### src/rtl/max7219_sequencer.sv
// -----------------------------------------------------------------------------
// max7219_sequencer
//
// Command sequencer that sits in front of an SPI master driving a MAX7219
// LED display driver. After reset it sends the MAX7219 init list. After that
// it refreshes the eight digit registers from an internal frame buffer, or
// reloads the intensity register, whenever either is requested. Only one SPI
// transaction is in flight at a time. The SPI master handshake is a
// spi_start pulse out and a spi_done pulse back.
//
// Ports
//   clk        in   system clock
//   rst        in   synchronous reset, active-high
//   wr_en      in   frame buffer write strobe
//   wr_idx     in   digit index 0..7 (MAX7219 digit registers 0x01..0x08)
//   wr_data    in   digit segment data
//   update     in   pulse: request a full 8-digit refresh
//   int_wr     in   pulse: load int_val into the intensity register
//   int_val    in   new intensity value
//   spi_start  out  one-cycle pulse: begin an SPI transaction
//   spi_addr   out  MAX7219 register address, held until spi_done
//   spi_data   out  MAX7219 register data, held until spi_done
//   spi_done   in   one-cycle pulse from the SPI master: transaction finished
//   busy       out  high unless idle with nothing pending
//   init_done  out  high once the init list has completed; sticky until rst
//
// state      | meaning
// -----------+-------------------------------------------------------------
// INIT_ISSUE | spi_start high for the current init command
// INIT_WAIT  | waiting for spi_done of the current init command
// IDLE       | init complete; arbitrate pending intensity / refresh requests
// REF_ISSUE  | spi_start high for the current digit of a refresh
// REF_WAIT   | waiting for spi_done of the current digit
// INT_ISSUE  | spi_start high for the intensity command
// INT_WAIT   | waiting for spi_done of the intensity command
// -----------------------------------------------------------------------------
module max7219_sequencer #(
  parameter logic [7:0] DECODE_MODE    = 8'h00,
  parameter logic [2:0] SCAN_LIMIT     = 3'd7,
  parameter logic [3:0] INIT_INTENSITY = 4'h8
) (
  input  logic       clk,
  input  logic       rst,
  input  logic       wr_en,
  input  logic [2:0] wr_idx,
  input  logic [7:0] wr_data,
  input  logic       update,
  input  logic       int_wr,
  input  logic [3:0] int_val,
  output logic       spi_start,
  output logic [7:0] spi_addr,
  output logic [7:0] spi_data,
  input  logic       spi_done,
  output logic       busy,
  output logic       init_done
);

  localparam logic [2:0] INIT_LAST      = 3'd4;
  localparam logic [2:0] DIGIT_LAST     = 3'd7;
  localparam logic [7:0] ADDR_INTENSITY = 8'h0A;

  typedef enum logic [2:0] {
    INIT_ISSUE,
    INIT_WAIT,
    IDLE,
    REF_ISSUE,
    REF_WAIT,
    INT_ISSUE,
    INT_WAIT
  } state_t;

  state_t          state_q;
  logic [2:0]      init_step_q;
  logic [2:0]      digit_q;
  logic [7:0][7:0] fb_q;
  logic [7:0][7:0] snap_q;
  logic [3:0]      intensity_q;
  logic            ref_pend_q;
  logic            int_pend_q;
  logic            spi_start_q;
  logic [7:0]      spi_addr_q;
  logic [7:0]      spi_data_q;
  logic            busy_q;
  logic            init_done_q;

  // Init list as {addr, data}. Intensity is read live so that an int_wr
  // landing before step 3 is issued is already reflected in the init list.
  function automatic logic [15:0] init_cmd(input logic [2:0] step,
                                           input logic [3:0] inten);
    logic [15:0] cmd;
    case (step)
      3'd0:    cmd = {8'h0F, 8'h00};
      3'd1:    cmd = {8'h09, DECODE_MODE};
      3'd2:    cmd = {8'h0B, {5'b0, SCAN_LIMIT}};
      3'd3:    cmd = {8'h0A, {4'b0, inten}};
      default: cmd = {8'h0C, 8'h01};
    endcase
    return cmd;
  endfunction

  logic [2:0]  init_step_nx;
  logic [2:0]  digit_nx;
  logic [7:0]  digit_addr_nx;
  logic [15:0] init_cmd_cur;
  logic [15:0] init_cmd_nx;
  logic        req_any;

  assign init_step_nx  = init_step_q + 3'd1;
  assign digit_nx      = digit_q + 3'd1;
  assign digit_addr_nx = {5'b0, digit_nx} + 8'd1;
  assign init_cmd_cur  = init_cmd(init_step_q, intensity_q);
  assign init_cmd_nx   = init_cmd(init_step_nx, intensity_q);

  // busy is registered, so on any transition into IDLE it must already
  // account for requests arriving in the same cycle.
  assign req_any = ref_pend_q | int_pend_q | update | int_wr;

  always_ff @(posedge clk) begin
    if (rst) begin
      state_q     <= INIT_ISSUE;
      init_step_q <= '0;
      digit_q     <= '0;
      fb_q        <= '0;
      snap_q      <= '0;
      intensity_q <= INIT_INTENSITY;
      ref_pend_q  <= 1'b0;
      int_pend_q  <= 1'b0;
      spi_start_q <= 1'b0;
      spi_addr_q  <= '0;
      spi_data_q  <= '0;
      busy_q      <= 1'b1;
      init_done_q <= 1'b0;
    end else begin
      busy_q <= 1'b1;

      case (state_q)
        // Normally entered with spi_start_q already set and the command
        // preloaded. Straight out of reset the strobe is still low, so the
        // first command is loaded here instead.
        INIT_ISSUE: begin
          if (!spi_start_q) begin
            spi_start_q              <= 1'b1;
            {spi_addr_q, spi_data_q} <= init_cmd_cur;
          end else begin
            spi_start_q <= 1'b0;
            state_q     <= INIT_WAIT;
          end
        end

        INIT_WAIT: begin
          if (spi_done) begin
            if (init_step_q == INIT_LAST) begin
              init_step_q <= '0;
              init_done_q <= 1'b1;
              busy_q      <= req_any;
              state_q     <= IDLE;
            end else begin
              init_step_q              <= init_step_nx;
              {spi_addr_q, spi_data_q} <= init_cmd_nx;
              spi_start_q              <= 1'b1;
              state_q                  <= INIT_ISSUE;
            end
          end
        end

        IDLE: begin
          busy_q <= req_any;
          if (int_pend_q) begin
            int_pend_q  <= 1'b0;
            spi_addr_q  <= ADDR_INTENSITY;
            spi_data_q  <= {4'b0, intensity_q};
            spi_start_q <= 1'b1;
            state_q     <= INT_ISSUE;
          end else if (ref_pend_q) begin
            ref_pend_q  <= 1'b0;
            snap_q      <= fb_q;
            digit_q     <= '0;
            spi_addr_q  <= 8'h01;
            spi_data_q  <= fb_q[0];
            spi_start_q <= 1'b1;
            state_q     <= REF_ISSUE;
          end
        end

        REF_ISSUE: begin
          spi_start_q <= 1'b0;
          state_q     <= REF_WAIT;
        end

        REF_WAIT: begin
          if (spi_done) begin
            if (digit_q == DIGIT_LAST) begin
              digit_q <= '0;
              busy_q  <= req_any;
              state_q <= IDLE;
            end else begin
              digit_q     <= digit_nx;
              spi_addr_q  <= digit_addr_nx;
              spi_data_q  <= snap_q[digit_nx];
              spi_start_q <= 1'b1;
              state_q     <= REF_ISSUE;
            end
          end
        end

        INT_ISSUE: begin
          spi_start_q <= 1'b0;
          state_q     <= INT_WAIT;
        end

        INT_WAIT: begin
          if (spi_done) begin
            busy_q  <= req_any;
            state_q <= IDLE;
          end
        end

        default: begin
          spi_start_q <= 1'b0;
          state_q     <= INIT_ISSUE;
        end
      endcase

      if (wr_en) begin
        fb_q[wr_idx] <= wr_data;
      end
      if (int_wr) begin
        intensity_q <= int_val;
      end

      // Placed after the FSM so that a request arriving in the same cycle
      // its flag is consumed re-arms the flag rather than being lost.
      if (update) begin
        ref_pend_q <= 1'b1;
      end
      if (int_wr) begin
        int_pend_q <= 1'b1;
      end
    end
  end

  assign spi_start = spi_start_q;
  assign spi_addr  = spi_addr_q;
  assign spi_data  = spi_data_q;
  assign busy      = busy_q;
  assign init_done = init_done_q;

endmodule
### config.mk
export PLATFORM = sky130hd
export DESIGN_NAME = max7219_sequencer
export DESIGN_NICKNAME = d
export VERILOG_FILES = /design/src/rtl/max7219_sequencer.sv
export SDC_FILE = /design/constraint.sdc
export NUM_CORES = 1
export LEC_CHECK = 0
export CAP_MARGIN = 20
export CORE_MARGIN = 5
export CORE_UTILIZATION = 59
export DETAILED_ROUTE_END_ITERATION = 16
export PLACE_DENSITY = 0.79
export RECOVER_POWER = 50
export SLEW_MARGIN = 20
export SYNTH_ARGS = -nofsm -noshare
export SYNTH_HDL_FRONTEND = slang
export SYNTH_SLANG_ARGS = --single-unit
### constraint.sdc
create_clock -name clk -period 2.9 [get_ports clk]
set_input_delay 0.725 -clock clk [delete_from_list [all_inputs] [get_ports clk]]
set_output_delay 0.725 -clock clk [all_outputs]
set_load 0.1 [all_outputs]
==> results.yml, run 1 <==
outcome:
  status: "finished, final reports clean"
setup_path:
  cp-end-kind: "flop"
  cp.required_ps: 3200
  start_kind: "flop"
  critPathKind: "flop to flop"
  cp.arrival_ps: 2830
  cp_max_fo: 19
global_routing:
  grt_pass1_vias: 5727
  grtUsageTotal_pct: 25.5
  grt_pass1_wl_mm: 29.1
  antenna_found_initial: 0
  grt_max_degree: 76
  grt.overflow.total: 0
routing:
  wl_per_cell_um: 17.7
  drc: 0
  ant_nets: 0
  drt_iter0_markers: 676
  drt-vias-per-instance: 5.90
  wirelength_mm: 18.0
  vias: 6010
  firstDrtPassIters: 5
power_and_ir_drop:
  leakagePower_nw: 2.70
  power.total_mw: 6.29
  pwr-share-comb_pct: 23.5
  pwr_density_cell_nw_per_um2: 802
  p_sw_share_pct: 33.2
  clkPwrFrac_pct: 37.9
  switchingPower_mw: 2.09
  vdd_drop_max_uv: 734
  power.internal_mw: 4.20
  sequentialPowerShare_pct: 38.5
sta:
  finalCriticalPeriod_ps: 2530
  final-hold-violation-count: 0
  skew_ps: 10.2
  relSlewSlack_pct: 21.3
  post-route-period-util_pct: 87.2
  setup_violations: 0
  slew_viol_final: 0
  fmax_mhz: 395
  rsz0062_at_grt: "no"
  worstMarginPinSlew_ps: 1190
  tns_ps: 0
clock_tree:
  clock_latency_ps: 430
  clkTransAtPathRegs_ps: 60
  h-tree-depth: 4
  cts_setup_buffers: 0
  cts_made_buffers: 17
  clkSinkCount: 158
  root_buffer: "clkbuf_16"
  cts_hold_buf: 0
  cts_resized: 0
  cts_tree: "done"
  cts_buffer_depth: 2
yosys:
  async_flop_share_pct: 0
  synth.distinct_cells: 64
  synth_area_sq_um: 6930
  yosys_warnings: 0
  synth.avg_cell_area_sq_um: 8.14
  synth_flop_cell: "dfxtp_1"
  synth-seq-cells: 158
  yosysSeqAreaShare_pct: 45.6
  synthCells: 851
  synth_edf_count: 0
floorplan:
  die-width_um: 118
  die_y_um: 118
  die_area_sq_um: 14000
  core_sq_um: 11500
  io_pins: 40
  rows: 39
  start_util_pct: 60.4
place:
  gp_congestion: 0.918
  dp_hpwl_mm: 11.9
  portBuffers: 35
cells_and_area:
  layout_commonest_cell: "nand2_1"
  nets: 891
  layout_common_cells: "nand2_1, dfxtp_1, a21oi_1, nor2_1, mux2i_1"
  drive_gt1_share_pct: 8.91
  areaGrowthSynthToFinish_pct: 13.2
  n_antenna_cell: 0
worst_hold_path:
  hold_class: "flop to flop"
job:
  max-cap-violations: 0
metrics by stage:
| stage | std cells | util, % | cell area (sq um) | setup slack, ps | hold WS, ps |
|---|---|---|---|---|---|
| 2_1_floorplan | 854 | - | 6940 | 826 | 431 |
| 3_3_place_gp | 986 | 63.5 | 7290 | 355 | 436 |
| 3_5_place_dp | 986 | 63.5 | 7290 | 243 | 443 |
| 4_1_cts | 1018 | 69.1 | 7920 | 381 | 447 |
| 5_1_grt | 1018 | 68.4 | 7840 | 221 | 472 |
| 6_report | 1018 | 68.4 | 7840 | 371 | 448 |
metal layers:
| layer | up-vias | global-route usage [%] | wire length, um |
|---|---|---|---|
| li1 | 2925 | - | - |
| met1 | 2797 | 33.3 | 7410 |
| met2 | 251 | 42.3 | 8720 |
| met3 | 37 | 4.82 | 1400 |
| met4 | 0 | 9.28 | 435 |
| met5 | - | 0 | 0 |
final cells by class:
type                            count  area, sq um
Multi-Input combinational cell    623         3440
Sequential cell                   158         3160
Clock inverter                     12          181
Tap cell                          143          179
Inverter                            7         26.3
Fill cell                         912         3620
Clock buffer                       20          457
Timing Repair Buffer               55          402
synth_stat cells (4+ instances only):
library cell  instances  area [sq um]
buf_2                12          60.1
buf_1                 9          33.8
mux2i_1              42           420
or3_1                 5          31.3
mux2_2               18           203
nand2_1             226           848
nor2_1               57           214
nor3b_1               4          30.0
o21ai_0               9          45.0
nor2b_1               7          43.8
buf_4                 9          67.6
a21oi_1             133           666
a211oi_1              5          37.5
a22oi_1               5          37.5
o22ai_1               8          50.1
nor4_1                7          43.8
dfxtp_1             158          3160
clkbuf_1             34           128
nand2b_1              8          50.1
inv_1                 6          22.5
o2bb2ai_1             6          52.6
nor3_1               12          60.1
ha_1                  8           100
final timing paths:
check / startpoint / to / slack, ps / cells after the start
hold reg to reg: fb_q[42]$_SDFFE_PP0P_ / snap_q[42]$_SDFFE_PP0P_ / 450 / 2
setup reg to reg: digit_q[1]$_SDFFE_PP0P_ / spi_data[1]$_SDFFE_PP0P_ / 370 / 6
hold / removal: fb_q[42]$_SDFFE_PP0P_ / snap_q[42]$_SDFFE_PP0P_ / 450 / 2
setup / recovery: digit_q[1]$_SDFFE_PP0P_ / spi_data[1]$_SDFFE_PP0P_ / 370 / 6
worst max-delay path, stage by stage (launching register included):
cell and delay, ps:
dfxtp_1 330, ha_1 820, nor2b_1 90, a2111oi_0 540
nor4_1 160, o311ai_0 330, o21ai_0 130
state kept, by name (all words and copies together) (netlist names):
signal       count
spi_data         8
int_pend_q       1
fb_q            64
init_done        1
busy             1
digit_q          3
state_q          3
spi_addr         4
intensity_q      4
spi_start        1
init_step_q      3
snap_q          64
ref_pend_q       1
power groups by stage:
stage               combinational (mW)  sequential (mW)  clock, mW
floorplan                        0.903             2.71          0
global placement                  1.47             2.46          0
detailed placement                1.51             2.46          0
CTS                               1.51             2.42       2.40
global route                      1.59             2.43       2.50
finish                            1.48             2.42       2.39
cell families after synthesis:
kind of cell / count (synthesis) / share of synthesized area (%)
AND/OR/NAND/NOR: 354 / 22.3
AO/OA/AOI/OAI: 195 / 16.5
flip-flops: 158 / 45.6
buffers and inverters: 73 / 4.87
multiplexers: 60 / 8.99
adder cells (fa/ha/maj): 8 / 1.44
XOR/XNOR: 2 / 0.253
other: 1 / 0.0541
Power figures use the tool's default switching activity.
==> inputs of run 2 (changes only) <==
--- a/config.mk
+++ b/config.mk
@@ -5,7 +5,7 @@
 export SDC_FILE = /design/constraint.sdc
 export NUM_CORES = 1
 export LEC_CHECK = 0
-export CAP_MARGIN = 20
+export ABC_CLOCK_PERIOD_IN_PS = 2900
 export CORE_MARGIN = 5
 export CORE_UTILIZATION = 59
 export DETAILED_ROUTE_END_ITERATION = 16
==> results of run 2 <==
No change in the layout: final DEF, timing and power equal those of run 1.
